$ cat src/rtl/decode_ctrl_stage_if.sv
// Upstream IF/ID handshake bundle for the decode stage.
// master: in_valid/instr/pc out, in_ready in; slave: the reverse.

interface decode_ctrl_stage_if #(
   parameter int XLEN = 32
);
   logic            in_valid;
   logic            in_ready;
   logic [31:0]     instr;
   logic [XLEN-1:0] pc;

   modport master (
      output in_valid,
      output instr,
      output pc,
      input  in_ready
   );

   modport slave (
      input  in_valid,
      input  instr,
      input  pc,
      output in_ready
   );
endinterface

$ cat src/rtl/decode_ctrl_stage.sv
// RV32I(+M) decode stage with a registered ID/EX control bundle
// and a mul/div busy sequencer that holds off upstream.
//
// Ports:
//   clk, rst       rising-edge clock, synchronous active-high reset
//   up (slave)     in_valid/in_ready/instr/pc from IF/ID
//   stall_ex       downstream hold; flush kills the bundle
//   out_valid      ID/EX bundle valid; out_pc/out_instr copies
//   ALUASrc..md_funct  registered control fields
//   illegal        registered instruction is illegal
//   illegal_count  saturating count of accepted illegal instrs

module decode_ctrl_stage #(
   parameter int XLEN     = 32,
   parameter int ENABLE_M = 1,
   parameter int MUL_LAT  = 3,
   parameter int DIV_LAT  = 8
) (
   input  logic            clk,
   input  logic            rst,
   decode_ctrl_stage_if.slave up,
   input  logic            stall_ex,
   input  logic            flush,
   output logic            out_valid,
   output logic [XLEN-1:0] out_pc,
   output logic [31:0]     out_instr,
   output logic            ALUASrc,
   output logic            ALUBSrc,
   output logic [3:0]      ALUOp,
   output logic [4:0]      BrOp,
   output logic            DMWr,
   output logic [2:0]      DMCtrl,
   output logic            RUWr,
   output logic [1:0]      RUDATAWrSrc,
   output logic [2:0]      ImmSrc_de,
   output logic            DMRd,
   output logic            md_op,
   output logic [2:0]      md_funct,
   output logic            illegal,
   output logic [15:0]     illegal_count
);

   typedef struct packed {
      logic       asrc;
      logic       bsrc;
      logic [3:0] aluop;
      logic [4:0] brop;
      logic       dmwr;
      logic [2:0] dmctrl;
      logic       ruwr;
      logic [1:0] wrsrc;
      logic [2:0] imm;
      logic       dmrd;
      logic       mdop;
      logic [2:0] mdf;
      logic       ill;
   } ctrl_t;

   typedef enum logic {
      IDLE,
      MD_BUSY
   } state_e;

   localparam bit EN_M = (ENABLE_M != 0);

   // Counter preload is LAT-1 so the busy window is LAT cycles.
   localparam logic [3:0] MUL_CNT = 4'(MUL_LAT - 1);
   localparam logic [3:0] DIV_CNT = 4'(DIV_LAT - 1);

   localparam logic [6:0] OP_R     = 7'b0110011;
   localparam logic [6:0] OP_IALU  = 7'b0010011;
   localparam logic [6:0] OP_LOAD  = 7'b0000011;
   localparam logic [6:0] OP_STORE = 7'b0100011;
   localparam logic [6:0] OP_BR    = 7'b1100011;
   localparam logic [6:0] OP_JALR  = 7'b1100111;
   localparam logic [6:0] OP_JAL   = 7'b1101111;
   localparam logic [6:0] OP_LUI   = 7'b0110111;
   localparam logic [6:0] OP_AUIPC = 7'b0010111;

   localparam logic [6:0] F7_BASE = 7'b0000000;
   localparam logic [6:0] F7_ALT  = 7'b0100000;
   localparam logic [6:0] F7_MD   = 7'b0000001;

   state_e          state_q, state_d;
   logic [3:0]      cnt_q, cnt_d;
   logic            valid_q, valid_d;
   ctrl_t           ctrl_q, ctrl_d;
   logic [XLEN-1:0] pc_q, pc_d;
   logic [31:0]     instr_q, instr_d;
   logic [15:0]     icnt_q, icnt_d;

   logic [6:0] op;
   logic [2:0] f3;
   logic [6:0] f7;
   logic       is_r, is_ialu, is_load, is_store;
   logic       is_br, is_jalr, is_jal, is_lui, is_auipc;
   logic       is_m;
   logic       ready;
   logic       xfer;
   ctrl_t      dec;
   logic       dec_ok;

   assign op = up.instr[6:0];
   assign f3 = up.instr[14:12];
   assign f7 = up.instr[31:25];

   assign is_r     = (op == OP_R);
   assign is_ialu  = (op == OP_IALU);
   assign is_load  = (op == OP_LOAD);
   assign is_store = (op == OP_STORE);
   assign is_br    = (op == OP_BR);
   assign is_jalr  = (op == OP_JALR);
   assign is_jal   = (op == OP_JAL);
   assign is_lui   = (op == OP_LUI);
   assign is_auipc = (op == OP_AUIPC);

   assign is_m = is_r && (f7 == F7_MD) && EN_M;

   // ------------------------------------------------------------
   // Combinational decode of the instruction on the upstream bus.
   // Full 7-bit opcode match also rejects instr[1:0] != 11.
   // ------------------------------------------------------------
   always_comb begin
      dec    = '0;
      dec_ok = 1'b0;
      unique case (1'b1)
         is_r: begin
            dec.ruwr = 1'b1;
            if (is_m) begin
               dec_ok    = 1'b1;
               dec.mdop  = 1'b1;
               dec.mdf   = f3;
               dec.wrsrc = 2'b11;
            end else begin
               dec_ok = (f7 == F7_BASE) ||
                        ((f7 == F7_ALT) &&
                         ((f3 == 3'b000) || (f3 == 3'b101)));
               dec.aluop = {f7[5], f3};
            end
         end
         is_ialu: begin
            dec.ruwr = 1'b1;
            unique case (f3)
               3'b001: begin
                  dec_ok    = (f7 == F7_BASE);
                  dec.aluop = {f7[5], f3};
               end
               3'b101: begin
                  dec_ok    = (f7 == F7_BASE) ||
                              (f7 == F7_ALT);
                  dec.aluop = {f7[5], f3};
               end
               default: begin
                  // imm[10] sits at bit 30; ignore it here.
                  dec_ok    = 1'b1;
                  dec.aluop = {1'b0, f3};
               end
            endcase
         end
         is_load: begin
            dec_ok     = (f3 != 3'b011) &&
                         (f3 != 3'b110) &&
                         (f3 != 3'b111);
            dec.dmctrl = f3;
            dec.dmrd   = 1'b1;
            dec.ruwr   = 1'b1;
            dec.wrsrc  = 2'b01;
         end
         is_store: begin
            dec_ok   = (f3 <= 3'b010);
            dec.dmwr = 1'b1;
            dec.imm  = 3'b001;
         end
         is_br: begin
            dec_ok   = (f3 != 3'b010) && (f3 != 3'b011);
            dec.brop = {2'b01, f3};
            dec.imm  = 3'b101;
         end
         is_jalr: begin
            dec_ok    = (f3 == 3'b000);
            dec.brop  = 5'b10000;
            dec.ruwr  = 1'b1;
            dec.wrsrc = 2'b10;
         end
         is_jal: begin
            dec_ok    = 1'b1;
            dec.brop  = 5'b10000;
            dec.ruwr  = 1'b1;
            dec.wrsrc = 2'b10;
            dec.imm   = 3'b110;
         end
         is_lui: begin
            dec_ok    = 1'b1;
            dec.aluop = 4'b0111;
            dec.ruwr  = 1'b1;
            dec.imm   = 3'b010;
         end
         is_auipc: begin
            dec_ok   = 1'b1;
            dec.asrc = 1'b1;
            dec.ruwr = 1'b1;
            dec.imm  = 3'b010;
         end
         default: dec_ok = 1'b0;
      endcase
      // Illegal instructions carry no side-effecting control.
      if (!dec_ok) begin
         dec     = '0;
         dec.ill = 1'b1;
      end
   end

   // ------------------------------------------------------------
   // Handshake
   // ------------------------------------------------------------
   assign ready = !rst && !stall_ex && !flush &&
                  (state_q == IDLE);
   assign xfer  = up.in_valid && ready;

   assign up.in_ready = ready;

   // ------------------------------------------------------------
   // Mul/div sequencer: next state
   // ------------------------------------------------------------
   always_comb begin
      state_d = state_q;
      cnt_d   = cnt_q;
      unique case (state_q)
         IDLE: begin
            if (xfer && dec.mdop) begin
               state_d = MD_BUSY;
               cnt_d   = f3[2] ? DIV_CNT : MUL_CNT;
            end
         end
         MD_BUSY: begin
            // Counts down regardless of stall_ex.
            if (flush) begin
               state_d = IDLE;
               cnt_d   = '0;
            end else if (cnt_q == 4'd0) begin
               state_d = IDLE;
            end else begin
               cnt_d = cnt_q - 4'd1;
            end
         end
         default: begin
            state_d = IDLE;
            cnt_d   = '0;
         end
      endcase
   end

   // ------------------------------------------------------------
   // ID/EX bundle: flush > stall > transfer > bubble.
   // A bubble also clears the controls so side-effect
   // fields read zero whenever out_valid is low.
   // ------------------------------------------------------------
   always_comb begin
      valid_d = valid_q;
      ctrl_d  = ctrl_q;
      pc_d    = pc_q;
      instr_d = instr_q;
      icnt_d  = icnt_q;
      if (flush) begin
         valid_d = 1'b0;
         ctrl_d  = '0;
      end else if (stall_ex) begin
         valid_d = valid_q;
      end else if (xfer) begin
         valid_d = 1'b1;
         ctrl_d  = dec;
         pc_d    = up.pc;
         instr_d = up.instr;
         if (dec.ill && (icnt_q != 16'hFFFF)) begin
            icnt_d = icnt_q + 16'd1;
         end
      end else begin
         valid_d = 1'b0;
         ctrl_d  = '0;
      end
   end

   always_ff @(posedge clk) begin
      if (rst) begin
         state_q <= IDLE;
         cnt_q   <= '0;
         valid_q <= 1'b0;
         ctrl_q  <= '0;
         pc_q    <= '0;
         instr_q <= '0;
         icnt_q  <= '0;
      end else begin
         state_q <= state_d;
         cnt_q   <= cnt_d;
         valid_q <= valid_d;
         ctrl_q  <= ctrl_d;
         pc_q    <= pc_d;
         instr_q <= instr_d;
         icnt_q  <= icnt_d;
      end
   end

   assign out_valid     = valid_q;
   assign out_pc        = pc_q;
   assign out_instr     = instr_q;
   assign ALUASrc       = ctrl_q.asrc;
   assign ALUBSrc       = ctrl_q.bsrc;
   assign ALUOp         = ctrl_q.aluop;
   assign BrOp          = ctrl_q.brop;
   assign DMWr          = ctrl_q.dmwr;
   assign DMCtrl        = ctrl_q.dmctrl;
   assign RUWr          = ctrl_q.ruwr;
   assign RUDATAWrSrc   = ctrl_q.wrsrc;
   assign ImmSrc_de     = ctrl_q.imm;
   assign DMRd          = ctrl_q.dmrd;
   assign md_op         = ctrl_q.mdop;
   assign md_funct      = ctrl_q.mdf;
   assign illegal       = ctrl_q.ill;
   assign illegal_count = icnt_q;

endmodule

$ cat src/flat_wrapper.sv
// flat-port wrapper written by rule: the top's interface ports become plain ports
module decode_ctrl_stage_flat 
#(
   parameter int XLEN     = 32,
   parameter int ENABLE_M = 1,
   parameter int MUL_LAT  = 3,
   parameter int DIV_LAT  = 8
)
  (clk, rst, stall_ex, flush, out_valid, out_pc, out_instr, ALUASrc, ALUBSrc, ALUOp, BrOp, DMWr, DMCtrl, RUWr, RUDATAWrSrc, ImmSrc_de, DMRd, md_op, md_funct, illegal, illegal_count, up_in_valid, up_instr, up_pc, up_in_ready);
  decode_ctrl_stage_if #(.XLEN(XLEN)) up_i ();
  input  logic clk;
  input  logic rst;
  input  logic stall_ex;
  input  logic flush;
  output logic out_valid;
  output logic [XLEN-1:0] out_pc;
  output logic [31:0] out_instr;
  output logic ALUASrc;
  output logic ALUBSrc;
  output logic [3:0] ALUOp;
  output logic [4:0] BrOp;
  output logic DMWr;
  output logic [2:0] DMCtrl;
  output logic RUWr;
  output logic [1:0] RUDATAWrSrc;
  output logic [2:0] ImmSrc_de;
  output logic DMRd;
  output logic md_op;
  output logic [2:0] md_funct;
  output logic illegal;
  output logic [15:0] illegal_count;
  input wire logic [$bits(up_i.in_valid)-1:0] up_in_valid;
  input wire logic [$bits(up_i.instr)-1:0] up_instr;
  input wire logic [$bits(up_i.pc)-1:0] up_pc;
  output wire logic [$bits(up_i.in_ready)-1:0] up_in_ready;
  assign up_i.in_valid = up_in_valid;
  assign up_i.instr = up_instr;
  assign up_i.pc = up_pc;
  assign up_in_ready = up_i.in_ready;
  decode_ctrl_stage #(.XLEN(XLEN), .ENABLE_M(ENABLE_M), .MUL_LAT(MUL_LAT), .DIV_LAT(DIV_LAT)) u_core (.clk(clk), .rst(rst), .up(up_i), .stall_ex(stall_ex), .flush(flush), .out_valid(out_valid), .out_pc(out_pc), .out_instr(out_instr), .ALUASrc(ALUASrc), .ALUBSrc(ALUBSrc), .ALUOp(ALUOp), .BrOp(BrOp), .DMWr(DMWr), .DMCtrl(DMCtrl), .RUWr(RUWr), .RUDATAWrSrc(RUDATAWrSrc), .ImmSrc_de(ImmSrc_de), .DMRd(DMRd), .md_op(md_op), .md_funct(md_funct), .illegal(illegal), .illegal_count(illegal_count));
endmodule
$ cat config.mk
export PLATFORM = sky130hd
export DESIGN_NAME = decode_ctrl_stage_flat
export DESIGN_NICKNAME = d
export VERILOG_FILES = /design/src/rtl/decode_ctrl_stage_if.sv /design/src/rtl/decode_ctrl_stage.sv /design/src/flat_wrapper.sv
export SDC_FILE = /design/constraint.sdc
export NUM_CORES = 1
export LEC_CHECK = 0
export CORE_MARGIN = 3
export CORE_UTILIZATION = 44
export CTS_CLUSTER_DIAMETER = 200
export CTS_CLUSTER_SIZE = 24
export DETAILED_ROUTE_END_ITERATION = 10
export PLACE_DENSITY = 0.81
export SYNTH_ARGS = -nofsm -noshare
export SYNTH_HDL_FRONTEND = slang
export SYNTH_SLANG_ARGS = --single-unit
export TNS_END_PERCENT = 5
$ cat constraint.sdc
create_clock -name clk -period 3.5 [get_ports clk]
set_input_delay 1.05 -clock clk [delete_from_list [all_inputs] [get_ports clk]]
set_output_delay 1.05 -clock clk [all_outputs]
set_load 0.02 [all_outputs]
# After elaboration in Yosys (flattened, before gate mapping)
# Cells that the tools add are included.
# word_totals
elab_cells,103
input_bits,69
output_inout_bits,109
regBits,113
# op_classes
order_cmp,1
reduce_logical,29
n_eq_ne,20
add_sub_neg,2
n_mux,29
n_bitwise,3
# ops
operator,count
2-to-1 mux 27 bit,2
equality test 7 x 6 -> 1 bit (second input constant),4
2-to-1 mux 4 bit,7
equality test 7 bit (second input constant),3
adder 16 x 1 -> 16 bit (second input constant),1
!= test 16 bit (second input constant),1
equality test 7 x 5 -> 1 bit (second input constant),2
one-hot mux 3 bit (4 select lines),1
one-hot mux 4 bit (3 select lines),1
logical AND 1 bit,11
one-hot mux 5 bit (2 select lines),1
2-to-1 mux 1 bit,9
!= test 3 bit (second input constant),3
one-hot mux 4 bit (2 select lines),1
OR reduction 2 bit,4
equality test 7 x 1 -> 1 bit (second input constant),1
equality test 7 x 2 -> 1 bit (second input constant),1
zero test 7 bit,1
one-hot mux 1 bit (7 select lines),1
OR reduction 7 bit,1
2-to-1 mux 3 bit,2
!= test 3 x 2 -> 1 bit (second input constant),2
one-hot mux 2 bit (3 select lines),1
zero test 4 bit,1
15 further kinds,22

# Longest topological paths before layout
# Gate-level depths: netlist of the first run.
# logic_depth
word_depth,10
depth_mapped,9
mapped_depth_nobuf,7

# Least setup slack after synthesis of the first run
# Ideal clock, no wire load.
# synth_timing
path_kind,input to register
start,in stall_ex
end,"reg u_core.icnt_q[7], in the netlist u_core.illegal_count[7]"
cell_stages,7
path_buffers,1
t_arrival_ns,2.874
setup_time_ns,0.070
setup_slack_ns,0.556
required_time_ns,3.430
path_cell_list,clkbuf_1 > nor4_4 > nand2_2 > nor3_2 > nand4_1 > or4_1 > a21oi_1
# synth_between
elab_chain_len,6
elab_cells_between_ends,7
classes_between,bitwise (1); reduce/logical (6)
# synth_rtl
element,line_no,text
from (decl),flat_wrapper.sv:13,input logic stall_ex;
zero test 1 bit,decode_ctrl_stage.sv:216,assign ready = !rst && !stall_ex && !flush &&
logical AND 1 bit (3 in series),decode_ctrl_stage.sv:216,
via up_in_ready,flat_wrapper.sv:35,output wire logic [$bits(up_i.in_ready)-1:0] up_in_ready;
logical AND 1 bit,decode_ctrl_stage.sv:218,assign xfer = up.in_valid && ready;
AND reduction 4 bit (no line),-,
to (signal assigned),decode_ctrl_stage.sv:299,icnt_q <= icnt_d;
to (decl),decode_ctrl_stage.sv:90,"logic [15:0] icnt_q, icnt_d;"
# The timed path passes the listed nets, and every way through them passes these cells.
# A chain may end at the register's enable or synchronous reset.

# Final worst setup path of the first run
# layout_timing
start,in stall_ex
end,out up_in_ready
# layout_between
elab_chain_len,4
# layout_rtl
element,line_no
zero test 1 bit,decode_ctrl_stage.sv:216
logical AND 1 bit (3 in series),decode_ctrl_stage.sv:216
to (decl),flat_wrapper.sv:35
# No other way between the ends.

==> impl.org, run 1 <==
** Routing
- DRC violation count after routing :: 0
- The routed design has 13.75 mm of wire.
- The pre-antenna-repair detailed-routing pass consisted of 5 iterations.
- In the final routed layout, each cell accounts on average for 15.64 um.
- Antenna Violating Nets Remaining :: 0
- DR vias/cell :: 5.392
- In this run, the number of DRC markers left after iteration 0 of detailed routing was 280.
- Routed via count :: 4740

** Timing
- Minimum setup slack in the final design :: 0.2878 ns
- Setup violations remaining at the end of the flow were counted as 0.
- At the pin with the least slew margin, the transition time is 0.9105 ns.
- Count of final hold-check violations :: 0
- Total Negative Setup Slacks :: 0 ns
- Max-slew violation count :: 0
- Timing-limited maximum frequency :: 311.3 MHz
- Worst-case clock skew :: 0.01099 ns
- Portion of the clock cycle consumed by the worst path in the final layout :: 91.78%
- Counting I/O delays and the setup requirement, the final critical path takes 3.212 ns.
- Setup repair after global routing left no endpoint under its margin.
- Hold timing on the final database bottoms out at a slack of 0.4568 ns.
- Measured against its own limit, the worst slew margin works out to 39.30%.

** Critical path
- Worst R2R End :: u_core.illegal_count[0]$_SDFFE_PP0P_
- Cells along the critical path :: clkdlybuf4s50_1 > nor4_4 > dlygate4sd2_1
- In this run the register-to-register setup slack is 1.26 ns.
- Setup CP Type :: input port to output port
- For the worst flop-to-flop path, the logic depth is 7.
- Crit Reg-Reg Startpoint :: u_core.illegal_count[0]$_SDFFE_PP0P_
- The worst setup path is captured at an output port.
- Critical-path top delay cell :: sky130_fd_sc_hd__clkdlybuf4s50_1
- The worst setup path is launched from an input port.
- Along the worst path, the maximum fanout reaches 2.
- Slowest cell delay on critical path :: 0.46 ns
- For the worst setup path, the data required time is 2.45 ns.
- Arrival time of the worst setup path :: 2.16 ns

** Hold path
- Class of the worst hold path :: flip-flop to flip-flop
- Worst hold stages :: 2
- In this run the most critical hold path is launched from u_core.out_instr[2]$_SDFFE_PP0P_.
- For hold timing, the worst endpoint is u_core.out_instr[2]$_SDFFE_PP0P_.

** Power and ir drop
- VDD sags by at most 328.4 uV.
- Dividing total power by cell area gives a power density of 349.8 nW/um^2.
- Internal power comes to 0.001775 W.
- Total leakage power :: 2.248 nW
- Gate power share :: 10.5%
- Switching power summed over all nets :: 0.0005695 W
- Of the total power, the share spent switching nets is 24.29%.
- Per report_power, the clock group accounts for 34.1% of the total.
- Share of total power in sequential cells :: 55.4%

** Synth
- Number of flops mapped to enable cells by yosys :: 0
- Synth top area cells :: sky130_fd_sc_hd__dfxtp_1 (49%), sky130_fd_sc_hd__nand2_1 (13%), sky130_fd_sc_hd__a21oi_1 (9.6%), sky130_fd_sc_hd__o31ai_1 (3.0%), sky130_fd_sc_hd__clkbuf_1 (2.2%)
- Synthesis produced 569 cells.
- Yosys instantiated no cell more often than sky130_fd_sc_hd__nand2_1.
- The Yosys step of the flow raised 0 warnings.
- Most frequently used flop master after synthesis :: sky130_fd_sc_hd__dfxtp_1
- The synthesized netlist occupies a cell area of 4557 um^2.
- Leading cell types by count after synthesis :: sky130_fd_sc_hd__nand2_1 (159), sky130_fd_sc_hd__dfxtp_1 (112), sky130_fd_sc_hd__a21oi_1 (87)
- Area share of the largest cell type after synthesis :: 49.20%
- Number of different library cells in the post-synthesis netlist :: 52
- In the synthesized netlist the async set-or-reset flop fraction comes to 0%.
- Counting every net in the synthesized netlist gives 641.
- Sequential elements use 49.20% of the synthesized area.
- Synthesis inferred 112 register bits.
- The synthesized design spends more area on one cell type than any other, namely sky130_fd_sc_hd__dfxtp_1.
- Average cell area after synthesis :: 8.009 um^2

** Placement
- Dpl cells :: 863
- Post-DP Area :: 6497 um^2
- After legalization and detailed placement, the total HPWL measured 10.08 mm.
- Input/output buffers :: 176
- Placer Congestion :: 0.8610
- Worst slack at placement :: -0.007613 ns

** Global routing
- Global route overflow :: 0
- The first global-routing pass estimated 21.97 mm of wire.
- Pin count of the biggest net entering global routing :: 86
- Global routing usage summed across all routing layers :: 23.34%
- The number of antenna violations at the first check in global routing was 0.
- Number of global-route vias before repair :: 4516

** CTS
- Count of clock tree sinks :: 112
- CTS built an H-tree with a depth of 3.
- Root cell of the clock tree :: sky130_fd_sc_hd__clkbuf_8
- Post-CTS setup-driven buffer insertion count :: 0
- Inserted Clock Buffers :: 9
- CTS tree :: done
- Clock-pin slew of the registers on the worst-case setup and hold paths :: 0.10 ns
- Worst-skew pair later-pin latency :: 0.37 ns
- Counting along the longest clock path gives a buffer depth of 2.

** Die
- For this configuration, the core starts out at a cell density of 45.98%.
- I/O pin count :: 178
- The floorplan has 36 rows.
- Die Wd :: 107.8 um
- The die is 107.8 um tall.
- Full die area :: 11610 um^2
- Floorplan core area :: 9910 um^2

** Flow run
- Total of max-cap violations :: 0

** Finish
- Fraction of final layout cells sized beyond drive strength 1 :: 7.105%
- Fillcell total :: 852
- Count of nets after finishing :: 813
- Fin area :: 6703 um^2
- The area growth from synthesis to layout is 47.09%.
- Footprint of the flip-flops and latches :: 2242 um^2
- The finished layout holds 879 standard cells, fillers aside.
- In the final layout, the multi-input gates occupy 2110 um^2.
- The number of antenna diodes in the final layout is 0.

** Run status
- Outcome :: finished, final reports clean
==> sequential cells by signal, summed over array words and instances (netlist names), 2 cells and up <==
| register | cells |
|---|---|
| u_core.illegal_count | 16 |
| u_core.cnt_q | 4 |
| u_core.DMCtrl | 3 |
| u_core.out_pc | 32 |
| u_core.md_funct | 3 |
| u_core.out_instr | 32 |
| u_core.ALUOp | 4 |
| u_core.RUDATAWrSrc | 2 |
| u_core.ImmSrc_de | 3 |
| u_core.BrOp | 5 |
==> routing by layer <==
metal	share of wire [%]	wire length [um]	vias up	global-route usage (%)
met5	0	0	-	0
li1	-	-	2313	-
met3	6.8	934	22	5.879
met2	50	6815	170	39.25
met4	2.3	316	0	7.304
met1	41	5679	2235	29.32
==> cell families (layout without fill, tap and decap cells) <==
group / count (synthesis) / after routing / synth area share [%]
and+or+nand+nor: 259 / 259 / 26.25
muxes: 2 / 2 / 0.4668
xor gates and xnor gates: 2 / 2 / 0.3845
buffers and inverters: 46 / 223 / 4.531
adders and majority gates: 3 / 3 / 0.8238
AOI/OAI and AO/OA: 144 / 144 / 18.26
other: 1 / 1 / 0.08229
DFF: 112 / 112 / 49.20
==> cell type report <==
class,instances,share of cell area (%)
clock buffer,11,2.109
clock inverter,5,0.9707
inverter,6,0.3360
multi-input combinational,411,31.47
sequential,112,33.45
tap,133,2.483
timing repair buffer,201,29.18
==> through the flow <==
step	total power (W)	util (%)
2_1_floorplan	0.001428	-
3_3_place_gp	0.001569	65.57
3_5_place_dp	0.001575	65.57
4_1_cts	0.002366	67.64
5_1_grt	0.002436	67.64
6_report	0.002345	67.64
==> critical path, delay by kind of cell <==
family,cells,cell delay [ns]
buf+inv,2,0.82
simple gates,1,0.29
==> placed cells by master, fill, tap and decap left out, types with 2 or more instances in the layout <==
master / instances
sky130_fd_sc_hd__a31oi_1: 3
sky130_fd_sc_hd__xor2_1: 2
sky130_fd_sc_hd__clkinv_4: 3
sky130_fd_sc_hd__nor3_1: 8
sky130_fd_sc_hd__and3_1: 2
sky130_fd_sc_hd__nand3_1: 16
sky130_fd_sc_hd__nand2_1: 159
sky130_fd_sc_hd__inv_1: 6
sky130_fd_sc_hd__o21ai_0: 18
sky130_fd_sc_hd__and4_1: 2
sky130_fd_sc_hd__nor2_1: 23
sky130_fd_sc_hd__o31ai_1: 18
sky130_fd_sc_hd__or3_1: 2
sky130_fd_sc_hd__a32oi_1: 4
sky130_fd_sc_hd__nor4_1: 2
sky130_fd_sc_hd__ha_1: 3
sky130_fd_sc_hd__buf_4: 24
sky130_fd_sc_hd__o32ai_1: 2
sky130_fd_sc_hd__clkbuf_8: 10
sky130_fd_sc_hd__or4_1: 12
sky130_fd_sc_hd__nor2b_1: 3
sky130_fd_sc_hd__dfxtp_1: 112
sky130_fd_sc_hd__and2_1: 3
sky130_fd_sc_hd__nand2b_1: 5
sky130_fd_sc_hd__nand4_1: 6
sky130_fd_sc_hd__or4_4: 2
sky130_fd_sc_hd__clkdlybuf4s50_1: 174
sky130_fd_sc_hd__a21oi_1: 87
sky130_fd_sc_hd__or2_2: 5
sky130_fd_sc_hd__nand3b_1: 2
==> power groups by stage <==
stage	clock network, W	registers [W]	logic [W]
global placement	0	0.00133	0.000242
global route	0.000868	0.00130	0.000267
floorplan	0	0.00135	0.0000798
detailed placement	0	0.00133	0.000247
finish	0.000799	0.00130	0.000247
CTS	0.000820	0.00130	0.000247
==> how the worst max path moves through the flow <==
stage | end | slack (ns) | start
final | up_in_ready | 0.29 | stall_ex
after global routing | up_in_ready | 0.22 | stall_ex
after CTS | up_in_ready | 0.28 | stall_ex
after detailed placement | up_in_ready | -0.008 | stall_ex
after global placement | up_in_ready | -0.002 | stall_ex
after floorplan | u_core.illegal_count[7]$_SDFFE_PP0P_ | 0.56 | stall_ex
==> timing repair <==
action                                  CTS  global route
gates resized for setup                   1             0
endpoints found under the setup margin    1             0
hold buffers                              0             0
(Power assumes the default switching activity.)
==> inputs of run 2 (changes only) <==
--- a/config.mk
+++ b/config.mk
@@ -11,6 +11,7 @@
 export CTS_CLUSTER_SIZE = 24
 export DETAILED_ROUTE_END_ITERATION = 10
 export PLACE_DENSITY = 0.81
+export SLEW_MARGIN = 5
 export SYNTH_ARGS = -nofsm -noshare
 export SYNTH_HDL_FRONTEND = slang
 export SYNTH_SLANG_ARGS = --single-unit
==> results of run 2 <==
Final layout, timing and power as in run 1 (identical DEF).
==> inputs of run 3 (changes only) <==
==> constraint.sdc (replaced) <==
create_clock -name clk -period 3.5 [get_ports clk]
set_input_delay 1.05 -clock clk [delete_from_list [all_inputs] [get_ports clk]]
set_output_delay 1.05 -clock clk [all_outputs]
set_load 0.005 [all_outputs]
==> impl.org, run 3 (synthesis gave the netlist of run 1 again) <==
** Power and ir drop
- The total power draw is 0.002268 W (was 0.002345 W).
- Ratio of total power to cell area :: 339.6 nW/um^2 (was 349.8 nW/um^2)
- Total leakage power :: 2.223 nW (was 2.248 nW)
- IR Drop Worst-Case VDD :: 194.1 uV (was 328.4 uV)

** Timing
- Transition time of the tightest slew-check pin :: 0.9154 ns (was 0.9105 ns)
- The headroom to the max-slew limit was 38.97% (was 39.30%).
- Max-slew violation count :: 0 (unchanged)
- The hold violation total from the final report came to 0 (unchanged).
- Number of endpoints failing setup at the final stage :: 0 (unchanged)
- Worst-case clock skew :: 0.01398 ns (was 0.01099 ns)
- Unrepaired setup endpoints after global routing: no (unchanged).
- Portion of the clock cycle consumed by the worst path in the final layout :: 97.47% (was 91.78%)
- Final Hold Slack :: 0.4604 ns (was 0.4568 ns)
- Final min period :: 3.412 ns (was 3.212 ns)
- Total Negative Setup Slacks :: 0 ns (unchanged)
- Timing-limited maximum frequency :: 293.1 MHz (was 311.3 MHz)

** Run status
- Outcome :: finished, final reports clean (unchanged)

** CTS
- Post-CTS setup-driven buffer insertion count :: 0 (unchanged)
- Resized cells post-CTS :: 0 (was 1)
- Worst-skew pair later-pin latency :: 0.37 ns (about the same)
- The TritonCTS buffer count came to 9 (unchanged).
- Clock-pin slew of the registers on the worst-case setup and hold paths :: 0.11 ns (was 0.10 ns)
- The clock sink count is 112 (unchanged).
- The number of buffers inserted by hold repair at cts came to 0 (unchanged).
- The CTS tree was done (unchanged).
- The deepest clock path buffer count came to 2 (unchanged).
- CTS H-tree lvls :: 3 (unchanged)
- The master cell of the clock root buffer is sky130_fd_sc_hd__clkbuf_8 (unchanged).

** Critical path
- Cells along the critical path :: clkdlybuf4s50_1 > nor4_4 > clkdlybuf4s50_1 (was clkdlybuf4s50_1 > nor4_4 > dlygate4sd2_1)
- Worst-path maximum fanout :: 2 (unchanged)
- The number of cell instances on the worst register-to-register path is 7 (unchanged).
- Setup crit end kind :: output port (unchanged)
- The largest stage delay on the critical path was 0.54 ns (was 0.46 ns).
- The reg-to-reg critical path endpoint is u_core.illegal_count[0]$_SDFFE_PP0P_ (unchanged).
- Critical-path top delay cell :: sky130_fd_sc_hd__clkdlybuf4s50_1 (unchanged)
- Family with the most delay on the worst path :: buffers and inverters (unchanged)
- The worst endpoint required time came to 2.45 ns (about the same).
- Total buffers and inverters traversed by the critical path :: 2 (unchanged)
- Setup CP Type :: input port to output port (unchanged)
- The worst path arrival time is 2.36 ns (was 2.16 ns).
- Startpoint kind of the worst setup timing path :: input port (unchanged)
- The worst-case register-to-register setup slack was 1.22 ns (was 1.26 ns).
- Logic depth of the worst path, buffers included :: 3 (unchanged)
- Crit Reg-Reg Startpoint :: u_core.illegal_count[0]$_SDFFE_PP0P_ (unchanged)
- Cell occurring most often along the worst timing path :: sky130_fd_sc_hd__clkdlybuf4s50_1

** Hold path
- The startpoint of the worst hold path was u_core.out_pc[1]$_SDFFE_PP0P_ (was u_core.out_instr[2]$_SDFFE_PP0P_).
- Class of the worst hold path :: flip-flop to flip-flop (unchanged)
- Endpoint of the worst hold path :: u_core.out_pc[1]$_SDFFE_PP0P_ (was u_core.out_instr[2]$_SDFFE_PP0P_)
- The number of stages on the worst hold path came to 2 (unchanged).

** Die
- The top-level port count came to 178 (unchanged).
- Starting density of the core :: 45.98% (unchanged)
- Cell row count :: 36 (unchanged)
- The vertical extent of the die came to 107.8 um (unchanged).
- The core footprint came to 9910 um^2 (unchanged).
- The horizontal die dimension is 107.8 um (unchanged).
- Full die area :: 11610 um^2 (unchanged)

** Routing
- Routed wire length :: 13.86 mm (was 13.75 mm)
- Pre-Repair DR Iteration Count :: 4 (was 5)
- The initial detailed-routing violation count was 286 (was 280).
- DRC violation count after routing :: 0 (unchanged)
- The number of vias in the routed layout is 4619 (was 4740).
- Antenna Violating Nets Remaining :: 0 (unchanged)
- WL per Instance :: 15.78 um (was 15.64 um)
- DR vias/cell :: 5.261 (was 5.392)

** Flow run
- The number of max-cap violations came to 0 (unchanged).

** Finish
- The total of fill cells in the finished design is 855 (was 852).
- The layout-stage area growth over the synthesis result was 46.57% (was 47.09%).
- The most common cell after layout, fill and taps aside is sky130_fd_sc_hd__clkdlybuf4s50_1 (unchanged).
- The antenna diode count came to 0 (unchanged).
- Highest-count cells in the layout ignoring fill and taps: sky130_fd_sc_hd__clkdlybuf4s50_1 (175), sky130_fd_sc_hd__nand2_1 (159), sky130_fd_sc_hd__dfxtp_1 (112) (was sky130_fd_sc_hd__clkdlybuf4s50_1 (174), sky130_fd_sc_hd__nand2_1 (159), sky130_fd_sc_hd__dfxtp_1 (112)).
- The layout net count came to 812 (was 813).
- Fraction of final layout cells sized beyond drive strength 1 :: 7.114% (was 7.105%)

** Global routing
- Number of global-route vias before repair :: 4631 (was 4516)
- Wire length of the first global-routing pass :: 22.24 mm (was 21.97 mm)
- Initial antenna violation count :: 0 (unchanged)
- Global route overflow :: 0 (unchanged)
- Pin count of the biggest net entering global routing :: 86 (unchanged)
- Global routing usage summed across all routing layers :: 23.60% (was 23.34%)

** Placement
- Input/output buffers :: 176 (unchanged)
- The placer's final routability congestion estimate is 0.8309 (was 0.8610).
- The detailed placement HPWL was 10.17 mm (was 10.08 mm).
-- run 3: cell count changes in the layout (fill, tap and decap cells not counted) --
cell / delta
sky130_fd_sc_hd__buf_4: -1
sky130_fd_sc_hd__bufinv_16: -1
sky130_fd_sc_hd__clkbuf_1: -1
sky130_fd_sc_hd__clkdlybuf4s50_1: +1
sky130_fd_sc_hd__clkinv_4: -2
sky130_fd_sc_hd__clkinvlp_4: +3
sky130_fd_sc_hd__dlygate4sd2_1: -1
sky130_fd_sc_hd__inv_8: +1
-- run 3: worst register-to-register path, cell delays in order (launching register included) --
cell and delay, ns:
sky130_fd_sc_hd__dfxtp_1 0.43, sky130_fd_sc_hd__ha_1 0.22, sky130_fd_sc_hd__nand3_1 0.19, sky130_fd_sc_hd__nor4bb_1 0.50
sky130_fd_sc_hd__a211o_1 0.45, sky130_fd_sc_hd__buf_4 0.21, sky130_fd_sc_hd__o21ai_0 0.08, sky130_fd_sc_hd__a21oi_1 0.15
-- run 3: area by class of cell --
cell class | instances | area (um^2) | area share (%)
inverter | 6 | 22.52 | 0.3372
timing repair buffer | 200 | 1949 | 29.19
sequential | 112 | 2242 | 33.57
clock inverter | 6 | 51.30 | 0.7681
clock buffer | 10 | 137.6 | 2.061
multi-input combinational | 411 | 2110 | 31.58
tap | 133 | 166.4 | 2.492
-- run 3: worst max path at each step --
stage	end	slack (ns)	from
after CTS	up_in_ready	0.07	stall_ex
after floorplan	u_core.cnt_q[0]$_SDFFE_PP0P_	0.57	up_instr[26]
after global routing	up_in_ready	0.04	stall_ex
final	up_in_ready	0.09	stall_ex
after detailed placement	u_core.illegal_count[6]$_SDFFE_PP0P_	0.008	up_instr[14]
after global placement	u_core.illegal_count[12]$_SDFFE_PP0P_	0.1	up_instr[14]
-- run 3: stage by stage --
step                cell area [um^2]  worst slack, ns  std cells  util [%]
floorplan                       4557           0.5730        569         -
CTS                             6679          0.07371        878     67.40
global route                    6679          0.04474        878     67.40
global placement                6490          0.09706        862     65.49
finish                          6679          0.08849        878     67.40
detailed placement              6490         0.008135        862     65.49
-- run 3: power breakdown --
| group | internal (W) | switching [W] |
|---|---|---|
| combinational | 0.000127 | 0.000100 |
| sequential | 0.00129 | 0.00000855 |
| clock | 0.000288 | 0.000455 |
| total | 0.00170 | 0.000563 |
-- run 3: routing by layer --
layer,up-vias,track usage [%],wire length [um]
met3,32,4.619,829
met2,136,40.41,6834
li1,2307,-,-
met5,-,0,0
met4,0,9.107,420
met1,2144,29.14,5774
==> edit 1, RTL diff (flow settings as in run 1) <==
`XLEN` is set to 32 in 3 places; all go to 64.
--- a/src/rtl/decode_ctrl_stage_if.sv
+++ b/src/rtl/decode_ctrl_stage_if.sv
@@ -2,7 +2,7 @@
 // master: in_valid/instr/pc out, in_ready in; slave: the reverse.
 
 interface decode_ctrl_stage_if #(
-   parameter int XLEN = 32
+   parameter int XLEN = 64
 );
    logic            in_valid;
    logic            in_ready;
--- a/src/rtl/decode_ctrl_stage.sv
+++ b/src/rtl/decode_ctrl_stage.sv
@@ -11,7 +11,7 @@
 //   illegal_count  saturating count of accepted illegal instrs
 
 module decode_ctrl_stage #(
-   parameter int XLEN     = 32,
+   parameter int XLEN     = 64,
    parameter int ENABLE_M = 1,
    parameter int MUL_LAT  = 3,
    parameter int DIV_LAT  = 8
--- a/src/flat_wrapper.sv
+++ b/src/flat_wrapper.sv
@@ -1,7 +1,7 @@
 // flat-port wrapper written by rule: the top's interface ports become plain ports
 module decode_ctrl_stage_flat 
 #(
-   parameter int XLEN     = 32,
+   parameter int XLEN     = 64,
    parameter int ENABLE_M = 1,
    parameter int MUL_LAT  = 3,
    parameter int DIV_LAT  = 8
Ports: changed (resized out_pc and up_pc); port bits go from 178 to 242. No check against the original RTL was run, so the function may have changed too.
==> edit 1 against run 1 <==
- sequential cell count increased by 32
- worst hold slack got worse by 0.0055 ns
- setup slack improved by 0.0013 ns
- wire length increased by 30%
- synthesized area increased by 29%
- critical path depth unchanged
- global-route usage increased by 0.54 points
- cell area increased by 36%
- first-iteration DRC count increased by 44%
- sequential share of layout area decreased by 1.9 points
- power increased by 67%
- critical endpoint unchanged
- highest routed layer is now met5
==> edit 1: results (changes against run 1) <==
[run_status]
status = finished, final reports clean

[sta]
clock_skew_ns = 0.00734  ; -0.00365 ns
relSlewSlack = 0.524  ; +0.131

[power_and_ir_drop]
p_per_area_mw_per_mm2 = 429  ; +23%
p_leak_uw = 0.00317  ; +41%

[synth]
ys_seq_area_frac = 0.491  ; -0.00130
netlist_top_cells_area = dfxtp_1 (49%), nand2_1 (14%), a21oi_1 (9.3%), clkbuf_1 (2.6%), mux2_4 (2.3%)
syn_area_per_cell_sq_um = 8.27  ; +3.3%
syn-num-nets = 814  ; +27%
synth.top_cells.by_count = nand2_1 (215), dfxtp_1 (144), a21oi_1 (109), clkbuf_1 (41), nor2_1 (25)

[cts]
clk_pin_slew_ns = 0.06  ; -0.04 ns
cts_buffers = 17  ; +8

[drt]
drt_iter0_drc = 402  ; +44%
num_vias = 5870  ; +24%

[placement]
place_area_sq_mm = 0.00852  ; +31%
io_buffers = 240  ; +36%
dp_cells = 1098  ; +27%

[grt]
grt_use_met3 = 0.0910  ; +0.0322
antenna_found_initial = 1  ; +1
grt_first_pass_wirelength_um = 28300  ; +29%

[layout]
nFillCells = 1018  ; +19%

[worst_setup_path]
r2r_slack_ns = 1.15  ; -0.11 ns
r2r_end = u_core.illegal_count[12]

[hold_path]
worstHoldEndpoint = u_core.out_pc[52]
hold_path.startpoint = u_core.out_pc[52]

==> edit 1: changes by cell type after synthesis, sizes merged, moves of 8 or more <==
cell,before,now
a21oi,87,110
mux2,1,9
dfxtp,112,144
clkbuf,27,42
o31ai,18,7
nand2,160,215
a32o,0,8
nor4,3,13
==> edit 1: routing by layer <==
layer / vias to the layer above / share of wire
li1: 2914 / -
met1: 2722 / 0.42
met2: 205 / 0.48
met3: 27 / 0.084
met4: 2 / 0.020
met5: - / 0.00073
==> edit 1: layout make-up <==
type / count / share of cell area
repair buffers: 270 / 0.291
clock buffers: 19 / 0.0495
multi-input cells: 501 / 0.297
clock inverters: 13 / 0.0191
well taps: 172 / 0.0235
inverters: 11 / 0.00451
flip-flops and latches: 144 / 0.315
==> edit 1: where the power goes <==
group	total [uW]	switching [uW]	internal, uW
Sequential	1680	12.7	1660
Combinational	347	165	182
Clock	1900	727	1170
==> edit 1: cells by family after synthesis <==
| family | after synthesis | share of synthesized area |
|---|---|---|
| other | 1 | 0.000638 |
| multiplexers | 10 | 0.0247 |
| AND/OR/NAND/NOR | 316 | 0.249 |
| adder cells (fa/ha/maj) | 3 | 0.00639 |
| flip-flops | 144 | 0.491 |
| buffers and inverters | 65 | 0.0481 |
| AO/OA/AOI/OAI | 169 | 0.178 |
| XOR/XNOR | 2 | 0.00298 |
==> edit 1: what timing repair did <==
item / CTS / global route
hold buffers: 0 / 0
buffers inserted: 0 / 0
gates resized for setup: 1 / 0
setup endpoints to repair: 1 / 0
==> edit 1: worst max-delay path: stages <==
cell             delay [ns]
clkdlybuf4s50_1        0.44
nor4_2                 0.31
dlygate4sd2_1          0.37
==> edit 2, RTL diff (config.mk and constraints of run 1) <==
Made on the original files. Reset style: asynchronous (`rst`), changed in one clocked block. Comments in the files are not updated.
--- a/src/rtl/decode_ctrl_stage.sv
+++ b/src/rtl/decode_ctrl_stage.sv
@@ -280,7 +280,7 @@
       end
    end
 
-   always_ff @(posedge clk) begin
+   always_ff @(posedge clk or posedge rst) begin
       if (rst) begin
          state_q <= IDLE;
          cnt_q   <= '0;
Formal check against the unedited RTL: differs if rst is asserted again (counterexample within 4 cycles, from zero or initial values and one cycle with rst high); with rst held inactive, the same outputs for 4 cycles.
==> edit 2 against run 1 <==
- maximum frequency down 1.3%
- synthesized cell count decreased by 9.8%
- synthesized area grew 6.2%
- critical path depth unchanged
- worst hold slack gained 0.025 ns
- wire length decreased by 3.8%
- die area up 5.9%
- cell area up 5.6%
- sequential cell count unchanged
- highest routed layer unchanged
- critical endpoint unchanged
- setup slack lost 0.043 ns
Power is not compared: it rests on default switching activity, and its combinational part moved more than twofold at a synthesized area within 25%.
==> edit 2: results (changes against run 1) <==
[drt]
wl_met2_um = 6370  ; -6.6%
num_vias = 4337  ; -8.5%
drt-total-wl_um = 13200  ; -3.8%
wl_met1_um = 5570  ; -2.0%
drt_iter0_drc = 312  ; +11%
first_pass_iters = 5  ; unchanged

[layout]
drive_above_1_share = 0.0853  ; +0.0143
finalNonFillerCells = 839  ; -4.6%
multi_input_area_sq_mm = 0.00188  ; -11%
nFillCells = 871  ; +2.2%
nets = 770  ; -5.3%

[worst_setup_path]
reg2reg_depth = 6  ; -1
r2r_end = u_core.illegal_count[8]
r2r_slack_ns = 1.15  ; -0.11 ns
cp_max_fo = 2  ; unchanged
arrival_ns = 2.21  ; +0.05 ns
worstReg2RegStart = u_core.illegal_count[0]
cp_slowest_stage_delay_ns = 0.42  ; -0.04 ns
critPathLaunch = flush

[sta]
fin_crit_sh = 0.930  ; +0.0123
clock_skew_ns = 0.00623  ; -0.00477 ns
worst_pin_slew_ns = 0.721  ; -0.189 ns
whs_ns = 0.481  ; +0.0247 ns

[grt]
use_met2 = 0.366  ; -0.0268
grt_pass1_vias = 4413  ; -2.3%
grt_first_pass_wirelength_um = 22000  ; about the same
track_usage = 0.217  ; -0.0163
met1_usage = 0.278  ; -0.0153
grt_use_met3 = 0.0660  ; +0.00726

[synth]
netlist_top_cells_area = dfrtp_1 (58%), nand2_1 (17%), xor2_1 (2.7%), o21ai_0 (1.8%), a32o_1 (1.7%)
synth_adder_area_share = 0.00775  ; -0.000483
syn-num-nets = 585  ; -8.7%
ys_seq_area_frac = 0.579  ; +0.0869
synth.top_cells.by_count = nand2_1 (217), dfrtp_1 (112), clkbuf_1 (21), o21ai_0 (17), xor2_1 (15)
synthMuxAreaShare = 0.00233  ; -0.00234
yosys.area_share.xor_xnor = 0.0308  ; +0.0269
synth_cells = 513  ; -9.8%
ys_async_sr_fraction = 1.00  ; +1.00
synth_compound_area_frac = 0.0744  ; -0.108

[hold_path]
hold_path.startpoint = u_core.out_pc[15]
whs_path_depth = 2  ; unchanged
worstHoldEndpoint = u_core.out_pc[15]

[placement]
dp_cells = 822  ; -4.8%
globalplace.congestion = 0.834  ; -3.2%
place_ws_ns = -0.0551  ; -0.0475 ns
hpwl_um = 9730  ; -3.5%

[run_status]
status = finished, final reports clean

## edit 2: changes by cell type in the layout (fill, tap and decap cells not counted), moves of 8 or more
cell / change
a21oi_1: -81
a32o_1: +8
dfrtp_1: +112
nor2_1: -10
dfxtp_1: -112
xor2_1: +13
or4_1: -11
nand3_1: -8
o31ai_1: -18
nand2_1: +57
## edit 2: layout make-up
cell class	instances	share of cell area
sequential	112	0.396
timing repair buffer	203	0.277
multi-input combinational	363	0.265
tap	136	0.0240
clock buffer	10	0.0194
clock inverter	6	0.0127
inverter	9	0.00530
## edit 2: logic make-up (layout without fill, tap and decap cells)
family | Yosys count | in the layout
and+or+nand+nor | 291 | 291
AOI/OAI and AO/OA | 50 | 50
other | 1 | 1
xor gates and xnor gates | 17 | 17
adders and majority gates | 3 | 3
DFF | 112 | 112
muxes | 1 | 1
buffers and inverters | 38 | 228
## edit 2: power breakdown
part	total (uW)	switching, uW	internal [uW]
combinational	882	455	428
sequential	1550	99.8	1450
clock	861	434	427
